### config.mk
export PLATFORM = sky130hd
export DESIGN_NAME = vote_filter
export DESIGN_NICKNAME = d
export VERILOG_FILES = /design/src/rtl/vote_pkg.sv /design/src/rtl/vote_popcount.sv /design/src/rtl/vote_filter.sv
export SDC_FILE = /design/constraint.sdc
export NUM_CORES = 1
export LEC_CHECK = 0
export BUFFER_PORTS_ARGS = -buffer_cell sky130_fd_sc_hd__buf_2
export CORE_MARGIN = 2
export CORE_UTILIZATION = 47
export CTS_BUF_LIST = sky130_fd_sc_hd__clkbuf_2 sky130_fd_sc_hd__clkbuf_4 sky130_fd_sc_hd__clkbuf_8
export DETAILED_ROUTE_END_ITERATION = 10
export PLACE_DENSITY = 0.75
export RECOVER_POWER = 100
export SYNTH_ARGS = -nofsm -noshare
export SYNTH_HDL_FRONTEND = slang
export SYNTH_SLANG_ARGS = --single-unit
### constraint.sdc
create_clock -name clk -period 1.6 [get_ports clk]
set_clock_uncertainty 0.05 [all_clocks]
set_input_delay 0.32 -clock clk [delete_from_list [all_inputs] [get_ports clk]]
set_output_delay 0.32 -clock clk [all_outputs]
set_load 0.05 [all_outputs]
### src/rtl/vote_pkg.sv
// Shared types and the vote rule for vote_filter.
package vote_pkg;

  typedef enum logic [1:0] {
    MINORITY  = 2'b00,
    MAJORITY  = 2'b01,
    THRESHOLD = 2'b10,
    EXACT     = 2'b11
  } vote_mode_t;

  typedef enum logic {
    SETTLED = 1'b0,
    PENDING = 1'b1
  } vote_state_t;

  // Evaluated in 32-bit unsigned so 2*ones and thr>n never overflow.
  function automatic logic vote_rule(vote_mode_t m, int unsigned ones,
                                     int unsigned thr, int unsigned n);
    logic r;
    case (m)
      MINORITY:  r = (2 * ones < n);
      MAJORITY:  r = (2 * ones > n);
      THRESHOLD: r = (ones >= thr);
      default:   r = (ones == thr);
    endcase
    return r;
  endfunction

endpackage

### src/rtl/vote_popcount.sv
// Combinational population count of the N voted inputs.
module vote_popcount #(
  parameter  int N  = 3,
  localparam int CW = $clog2(N + 1)
) (
  input  logic [N-1:0]  in_bits,
  output logic [CW-1:0] ones
);

  always_comb begin
    ones = '0;
    for (int unsigned i = 0; i < N; i++) begin
      ones = ones + CW'(in_bits[i]);
    end
  end

endmodule

### src/rtl/vote_filter.sv
// N-input voter with selectable rule and HOLD-sample debounce on the output.
// Optional saturating y==1 sample counter enabled by defining VOTE_STATS_EN.
module vote_filter
  import vote_pkg::*;
#(
  parameter  int   N      = 3,
  parameter  int   HOLD   = 4,
  parameter  logic Y_INIT = 1'b0,
`ifdef VOTE_STATS_EN
  parameter  int   STAT_W = 16,
`endif
  localparam int   CW     = $clog2(N + 1)
) (
  input  logic          clk,
  input  logic          rst_n,
  input  logic          clr,
  input  logic          in_valid,
  input  logic [N-1:0]  in_bits,
  input  logic [1:0]    mode,
  input  logic [CW-1:0] thr,
  output logic [CW-1:0] pop,
  output logic          raw,
  output logic          y,
  output logic          y_valid,
  output logic          y_change
`ifdef VOTE_STATS_EN
  ,
  output logic [STAT_W-1:0] stat_cnt
`endif
);

  localparam int CNT_W = $clog2(HOLD + 1);

  logic [CW-1:0]    ones;
  logic             raw_next;
  logic             s1_valid;

  vote_state_t      state, state_n;
  logic             cand, cand_n;
  logic [CNT_W-1:0] cnt, cnt_n;
  logic             y_n;
  logic             change_n;

  vote_popcount #(.N(N)) u_popcount (
    .in_bits (in_bits),
    .ones    (ones)
  );

  assign raw_next = vote_rule(vote_mode_t'(mode), 32'(ones), 32'(thr), 32'(N));

  // Stage 1: capture popcount and raw vote of each valid sample.
  always_ff @(posedge clk or negedge rst_n) begin
    if (!rst_n) begin
      pop      <= '0;
      raw      <= 1'b0;
      s1_valid <= 1'b0;
    end else if (clr) begin
      pop      <= '0;
      raw      <= 1'b0;
      s1_valid <= 1'b0;
    end else begin
      s1_valid <= in_valid;
      if (in_valid) begin
        pop <= ones;
        raw <= raw_next;
      end
    end
  end

  // Stage 2: debounce FSM, advanced only by valid stage-1 samples.
  always_comb begin
    state_n  = state;
    cand_n   = cand;
    cnt_n    = cnt;
    y_n      = y;
    change_n = 1'b0;
    if (s1_valid) begin
      case (state)
        SETTLED: begin
          if (raw != y) begin
            if (HOLD == 1) begin
              y_n      = raw;
              change_n = 1'b1;
            end else begin
              cand_n  = raw;
              cnt_n   = CNT_W'(1);
              state_n = PENDING;
            end
          end else begin
            cnt_n = '0;
          end
        end
        default: begin
          if (raw == y) begin
            cnt_n   = '0;
            state_n = SETTLED;
          end else if (32'(cnt) + 1 == 32'(HOLD)) begin
            y_n      = cand;
            change_n = 1'b1;
            cnt_n    = '0;
            state_n  = SETTLED;
          end else begin
            cnt_n = cnt + CNT_W'(1);
          end
        end
      endcase
    end
  end

  always_ff @(posedge clk or negedge rst_n) begin
    if (!rst_n) begin
      state    <= SETTLED;
      cand     <= Y_INIT;
      cnt      <= '0;
      y        <= Y_INIT;
      y_valid  <= 1'b0;
      y_change <= 1'b0;
    end else if (clr) begin
      state    <= SETTLED;
      cand     <= Y_INIT;
      cnt      <= '0;
      y        <= Y_INIT;
      y_valid  <= 1'b0;
      y_change <= 1'b0;
    end else begin
      state    <= state_n;
      cand     <= cand_n;
      cnt      <= cnt_n;
      y        <= y_n;
      y_valid  <= s1_valid;
      y_change <= change_n;
    end
  end

`ifdef VOTE_STATS_EN
  always_ff @(posedge clk or negedge rst_n) begin
    if (!rst_n) begin
      stat_cnt <= '0;
    end else if (clr) begin
      stat_cnt <= '0;
    end else if (s1_valid && y_n && (stat_cnt != '1)) begin
      stat_cnt <= stat_cnt + STAT_W'(1);
    end
  end
`endif

endmodule

==> metrics.csv, run 1 <==
stage;metric;value;unit
detailed_routing;num_vias;578;
status;status;finished, final reports clean;
job;drv_cap;0;
worst_setup_path;required;1.72;ns
finish;fin_nets;105;
sta;slew_headroom;57.5;%
synth;synth_edf_count;0;
synth;synth_top_area_share;46.1;%
pwr;p_seq_share;47.0;%
sta;setup_violations;0;
floorplanning;dieArea;1700;sq um
worst_setup_path;reg2reg_slack;0.02;ns
sta;hold_viol_final;0;
worst_setup_path;worstPathArrival;1.70;ns
synth;synthTopCellsByArea;dfrtp_1 (46%), ha_1 (5.8%), a21oi_1 (4.6%), mux2i_1 (4.6%), o21ai_0 (4.6%);
finish;antenna_cells;0;
synth;ys_seq_elements;12;
worst_setup_path;crit_path_start_kind;flop;
clock_network;cts_buffer_depth;2;
sta;tightest_slew;0.637;ns
worst_setup_path;worstPathMaxFanout;3;
min_path;min_path_type;input port to flop;
clock_network;cts.sinks;12;
finish;final_util;64.0;%
finish;layout_common_cells;dfrtp_1 (12), buf_2 (7), nor2_1 (6), clkbuf_1 (6);
floorplanning;initial_core_util;50.1;%
worst_setup_path;reg2reg_to;cnt[0];
synth;ys_seq_area_share;46.1;%
detailed_routing;routed_via_density;5.56;
placed_design;gp_congestion;0.774;
pwr;power.share.clock;35.0;%
detailed_routing;drcViolationCount;0;
sta;setup_tns;0;ns
finish;final_common_cell;dfrtp_1;
finish;syn2layout_area_growth;27.8;%
synth;async_reset_ff_share;100;%
detailed_routing;drt_iter0_markers;10;
global_route;grt_max_degree;13;
detailed_routing;antenna_left;0;
placed_design;portBuffers;16;
synth;synth_area_per_cell;9.88;sq um
placed_design;placedCellCount;99;
synth;synth_warnings;0;
sta;setup_slack;0.0217;ns
pwr;total_power;0.702;mW
pwr;comb_power_share;18.0;%
global_route;gr-usage-all-layers;19.4;%
clock_network;cts_tree;yes;
clock_network;root_buffer;clkbuf_4;
floorplanning;die_w;41.2;microns
sta;slew_viol_final;0;
worst_setup_path;endpoint;cnt[0];
sta;period_needed;1.58;ns
synth;syn-instance-count;66;
clock_network;clk_pin_slew_worst_paths;0.08;ns
sta;period_share;98.6;%
global_route;grt_pass1_wl;1.99;mm
synth;synth_cell_types;22;
clock_network;cts_buffers;3;
floorplanning;row_count;13;
detailed_routing;wl_per_cell;13.3;microns
floorplanning;fp.dieH;41.2;microns
global_route;grt_pass1_vias;445;
placed_design;dpl.hpwl;1.03;mm
worst_setup_path;r2r_cells;5;
pwr;p_int;0.504;mW
detailed_routing;dr.pass1.iters;4;
synth;ys.flop_type;dfrtp_1;
pwr;p_per_area;842;nW/um^2
floorplanning;ioPinCount;17;
sta;max_freq;0.634;GHz
detailed_routing;wirelength;1.39;mm
clock_network;htreeDepth;1;
global_route;grt_overflow;0;
floorplanning;core_area;1300;sq um
global_route;antenna_found_initial;0;
finish;final_layout_size_suffix_gt1_share;27.0;%
worst_setup_path;r2r-start;cnt[0];
worst_setup_path;critPathCaptureType;flop;
synth;yosys.area.top_type;dfrtp_1;
pwr;switching_power;0.198;mW
clock_network;clk_latency;0.28;ns
worst_setup_path;critPathLaunch;cnt[0];
pwr;peakVddDrop;0.000527;V
sta;rsz0062_at_grt;yes;
pwr;p_sw_share;28.2;%
synth;syn_area;652;sq um
worst_setup_path;crit_type;flop to flop;
finish;final_cell_count_no_fill;104;
pwr;p_leak;0.396;nW
synth;syn-num-nets;81;
placed_design;place_ws;-0.277;ns
==> flip-flops by register name (all words and copies together) (netlist names) <==
| register | cells |
|---|---|
| y_valid | 1 |
| s1_valid | 1 |
| raw | 1 |
| cand | 1 |
| y_change | 1 |
| state | 1 |
| y | 1 |
| pop | 2 |
| cnt | 3 |
==> logic make-up (layout without fill, tap and decap cells) <==
logic type / count (synthesis) / in the layout / share of synthesized area (%)
fa+ha+maj: 4 / 4 / 8.83
flops: 12 / 12 / 46.1
xor+xnor: 2 / 2 / 2.69
buf+inv: 7 / 30 / 4.22
compound gates: 20 / 20 / 19.4
mux: 3 / 3 / 4.61
simple gates: 18 / 18 / 14.2
==> critical path, stage by stage, from the launching register on <==
cell	delay, ns
dfrtp_1	0.39
ha_2	0.20
a21oi_2	0.12
mux2i_2	0.11
or3_4	0.36
a32o_1	0.24
==> final cells by class <==
class	instances	area, sq um
inverters	6	22.5
clock buffers	4	36.3
well taps	15	18.8
fillers	121	468
repair buffers	20	105
multi-input cells	47	350
flip-flops and latches	12	300
==> cell usage after synthesis, types with 2 or more instances <==
| cell | instances |
|---|---|
| o21ai_0 | 6 |
| dfrtp_1 | 12 |
| a22o_1 | 2 |
| nor2_1 | 6 |
| a31oi_1 | 3 |
| ha_1 | 3 |
| mux2i_1 | 3 |
| nor2b_1 | 2 |
| nand2_1 | 3 |
| a21oi_1 | 6 |
| inv_1 | 6 |
| xor2_1 | 2 |
| nand3_1 | 3 |
==> power by group through the flow <==
stage          combinational (mW)  sequential (mW)  clock [mW]
4_1_cts                     0.119            0.330       0.244
2_1_floorplan              0.0509            0.359           0
3_5_place_dp                0.116            0.335           0
3_3_place_gp                0.114            0.335           0
5_1_grt                     0.140            0.332       0.257
6_report                    0.127            0.330       0.245
==> worst min-delay path by stage <==
stage,from,slack (ns),depth (start not counted),end
after floorplan,rst_n,-0.03,0,cand
after global placement,rst_n,0.16,1,y_valid
after detailed placement,rst_n,0.16,1,y_valid
after CTS,clr,0.26,2,raw
after global routing,clr,0.29,2,pop[1]
final,clr,0.26,2,raw
==> per-layer routing <==
metal  GRT usage (%)  vias to the layer above  part of all wire [%]
met1            25.9                      285                    45
met3            4.89                        3                   2.7
li1                -                      280                     -
met5               0                        -                     0
met2            28.9                       10                    51
met4            9.68                        0                   1.5
==> what timing repair did <==
| action | CTS | global route |
|---|---|---|
| hold endpoints to repair | 12 | 0 |
| hold buffers | 1 | 0 |
| resized for setup | 3 | 4 |
| setup buffers | 0 | 0 |
| pin swaps | 0 | 4 |
| setup endpoints to repair | 2 | 4 |
==> stage by stage <==
step                hold WS (ns)  cell area [sq um]
floorplan                -0.0256                652
global placement           0.157                768
detailed placement         0.158                768
CTS                        0.263                825
global route               0.289                833
finish                     0.264                833
Note: power is estimated with default switching activity, not from simulation.
==> inputs of run 2 (changes only) <==
--- a/config.mk
+++ b/config.mk
@@ -6,12 +6,13 @@
 export NUM_CORES = 1
 export LEC_CHECK = 0
 export BUFFER_PORTS_ARGS = -buffer_cell sky130_fd_sc_hd__buf_2
-export CORE_MARGIN = 2
-export CORE_UTILIZATION = 47
+export CORE_AREA = 2 2 39 41
 export CTS_BUF_LIST = sky130_fd_sc_hd__clkbuf_2 sky130_fd_sc_hd__clkbuf_4 sky130_fd_sc_hd__clkbuf_8
 export DETAILED_ROUTE_END_ITERATION = 10
-export PLACE_DENSITY = 0.75
+export DIE_AREA = 0 0 41 43
+export PLACE_DENSITY = 0.76
 export RECOVER_POWER = 100
 export SYNTH_ARGS = -nofsm -noshare
 export SYNTH_HDL_FRONTEND = slang
+export SYNTH_HIERARCHICAL = 1
 export SYNTH_SLANG_ARGS = --single-unit
==> constraint.sdc (replaced) <==
create_clock -name clk -period 1.8 [get_ports clk]
set_clock_uncertainty 0.05 [all_clocks]
set_input_delay 0.36 -clock clk [delete_from_list [all_inputs] [get_ports clk]]
set_output_delay 0.36 -clock clk [all_outputs]
set_load 0.05 [all_outputs]
==> metrics.csv, run 2 <==
stage;metric;value;unit;change
clock_network;clk_latency;0.27;ns;was 0.28 ns
floorplanning;core_area;1380;sq um;was 1300 sq um
detailed_routing;wirelength;1.25;mm;was 1.39 mm
pwr;p_leak;0.380;nW;was 0.396 nW
status;status;finished, final reports clean;;unchanged
finish;fin_nets;103;;was 105
floorplanning;fp.dieH;43;microns;was 41.2 microns
finish;largestRegisters;cnt (3), pop (2);;unchanged
detailed_routing;num_vias;546;;was 578
worst_setup_path;critPathCaptureType;flop;;unchanged
worst_setup_path;worstPathMaxFanout;2;;was 3
synth;async_reset_ff_share;100;%;unchanged
floorplanning;initial_core_util;48.2;%;was 50.1%
finish;largest_register;cnt;;unchanged
synth;yosys.area.top_type;dfrtp_1;;unchanged
global_route;grt_pass1_wl;1.99;mm;unchanged
sta;slew_headroom;57.1;%;was 57.5%
worst_setup_path;endpoint;raw;;was cnt[0]
clock_network;clk_pin_slew_worst_paths;0.07;ns;was 0.08 ns
synth;synth_common_cells;dfrtp_1 (12), nor2_1 (6), inv_1 (5);;was dfrtp_1 (12), a21oi_1 (6), inv_1 (6), nor2_1 (6), o21ai_0 (6)
synth;synth_cell_types;26;;was 22
sta;max_freq;0.587;GHz;
detailed_routing;drt_iter0_markers;3;;was 10
floorplanning;die_w;41;microns;was 41.2 microns
finish;largest_reg_flops;3;;unchanged
global_route;antenna_found_initial;0;;unchanged
worst_setup_path;worstPathArrival;1.81;ns;was 1.70 ns
job;drv_cap;0;;unchanged
global_route;grt_max_degree;13;;unchanged
placed_design;gp_congestion;0.671;;was 0.774
clock_network;htreeDepth;1;;unchanged
synth;synth_edf_count;0;;unchanged
worst_setup_path;crit_path_start_kind;input port;;was flop
clock_network;cts.sinks;12;;unchanged
pwr;p_per_area;709;nW/um^2;was 842 nW/um^2
clock_network;root_buffer;clkbuf_4;;unchanged
worst_setup_path;crit_type;input port to flop;;was flop to flop
global_route;gr-usage-all-layers;16.9;%;was 19.4%
placed_design;portBuffers;16;;unchanged
finish;final_layout_size_suffix_gt1_share;16.5;%;was 27.0%
sta;period_needed;1.70;ns;
detailed_routing;drcViolationCount;0;;unchanged
synth;ys_seq_area_share;45.0;%;was 46.1%
placed_design;dpl.hpwl;951;microns;was 1.03 mm
pwr;total_power;0.560;mW;was 0.702 mW
worst_setup_path;r2r_cells;5;;unchanged
pwr;peakVddDrop;0.000368;V;was 0.000527 V
detailed_routing;dr.pass1.iters;4;;unchanged
worst_setup_path;required;1.90;ns;was 1.72 ns
worst_setup_path;r2r-start;cnt[0];;unchanged
global_route;grt_overflow;0;;unchanged
finish;multiInputGateArea;344;sq um;was 350 sq um
worst_setup_path;critPathLaunch;in_bits[2];;was cnt[0]
clock_network;cts_buffers;3;;unchanged
clock_network;cts_tree;yes;;unchanged
finish;syn2layout_area_growth;18.6;%;was 27.8%
synth;ys.flop_type;dfrtp_1;;unchanged
floorplanning;ioPinCount;17;;unchanged
detailed_routing;routed_via_density;5.41;;was 5.56
synth;synth_top_area_share;45.0;%;was 46.1%
synth;synth_area_per_cell;10.3;sq um;was 9.88 sq um
sta;slew_viol_final;0;;unchanged
sta;setup_tns;0;ns;unchanged
floorplanning;row_count;14;;was 13
floorplanning;dieArea;1760;sq um;was 1700 sq um
worst_setup_path;reg2reg_to;y;;was cnt[0]
detailed_routing;wl_per_cell;12.4;microns;was 13.3 microns
min_path;min_path_type;input port to flop;;unchanged
sta;period_share;94.6;%;
global_route;grt_pass1_vias;490;;was 445
clock_network;post-cts-setup-buffers;0;;unchanged
finish;antenna_cells;0;;unchanged
synth;syn_area;667;sq um;was 652 sq um
sta;rsz0062_at_grt;no;;was yes
sta;setup_violations;0;;unchanged
clock_network;cts_buffer_depth;2;;unchanged
worst_setup_path;reg2reg_slack;0.17;ns;was 0.02 ns
finish;layout_common_cells;dfrtp_1 (12), buf_2 (8), clkbuf_1 (8);;was dfrtp_1 (12), buf_2 (7), nor2_1 (6), clkbuf_1 (6)
detailed_routing;antenna_left;0;;unchanged
finish;final_common_cell;dfrtp_1;;unchanged
synth;synth.most_common_cell;dfrtp_1;;unchanged
synth;syn-num-nets;81;;unchanged
sta;hold_viol_final;0;;unchanged
synth;ys_seq_elements;12;;unchanged
synth;synthTopCellsByArea;dfrtp_1 (45%), ha_1 (7.5%), mux2i_1 (4.5%), nor2_1 (3.4%), a21oi_1 (3.0%);;was dfrtp_1 (46%), ha_1 (5.8%), a21oi_1 (4.6%), mux2i_1 (4.6%), o21ai_0 (4.6%)
finish;filler_cell_count;133;;was 121
synth;syn-instance-count;65;;was 66
sta;tightest_slew;0.644;ns;was 0.637 ns
finish;seqCellArea;300;sq um;unchanged
synth;synth_warnings;6;;was 0
run 2: worst min path at each step:
stage,startpoint,endpoint,cells past startpoint
finish,clr,cnt[0],2
global route,clr,pop[1],2
CTS,clr,cnt[0],2
detailed placement,rst_n,cnt[2],1
global placement,rst_n,cnt[2],1
floorplan,rst_n,cand,0
run 2: layer usage:
metal  vias to the layer above  share of wire (%)  track usage [%]
met5                         -                  0                0
met4                         0               0.96             12.0
met3                         2                5.0             3.14
met2                        15                 51             27.5
met1                       254                 43             18.2
li1                        275                  -                -
run 2: what timing repair did:
action | CTS | global route
endpoints found under the hold margin | 12 | 0
setup endpoints to repair | 0 | 1
resized for setup | 0 | 1
hold buffers | 1 | 0
run 2: worst max-delay path, cell delays in order:
cell      delay [ns]
clkbuf_1        0.09
fa_1            0.55
inv_1           0.04
ha_1            0.26
o21bai_1        0.15
a22o_1          0.19
a21oi_2         0.11
nor3_1          0.05
run 2: report_power, final:
part	switching, mW	leakage [nW]	internal [mW]	total [mW]
Clock	0.0870	0.0138	0.0773	0.164
Sequential	0.0121	0.163	0.281	0.293
Combinational	0.0629	0.203	0.0403	0.103
run 2: kinds of logic after synthesis:
family,share of synthesized area (%)
simple gates,14.6
compound gates,17.4
flops,45.0
buf+inv,3.56
fa+ha+maj,10.5
mux,6.19
xor+xnor,2.63
run 2: through the flow:
step | worst slack (ns) | hold WS (ns) | instance area, sq um | cells | utilization, %
after CTS | 0.0691 | 0.317 | 802 | 101 | 58.0
after global routing | 0.0304 | 0.329 | 791 | 101 | 57.1
final | 0.0970 | 0.318 | 791 | 101 | 57.1
after global placement | -0.168 | 0.204 | 769 | 97 | 55.6
after floorplan | -0.0304 | 0.0144 | 667 | 65 | -
after detailed placement | -0.220 | 0.203 | 769 | 97 | 55.6
run 2: final cells by class:
type / instances / share of cell area, %
multi-input cells: 47 / 43.5
clock buffers: 3 / 2.85
flip-flops and latches: 12 / 38.0
repair buffers: 18 / 10.8
inverters: 5 / 2.37
well taps: 16 / 2.53
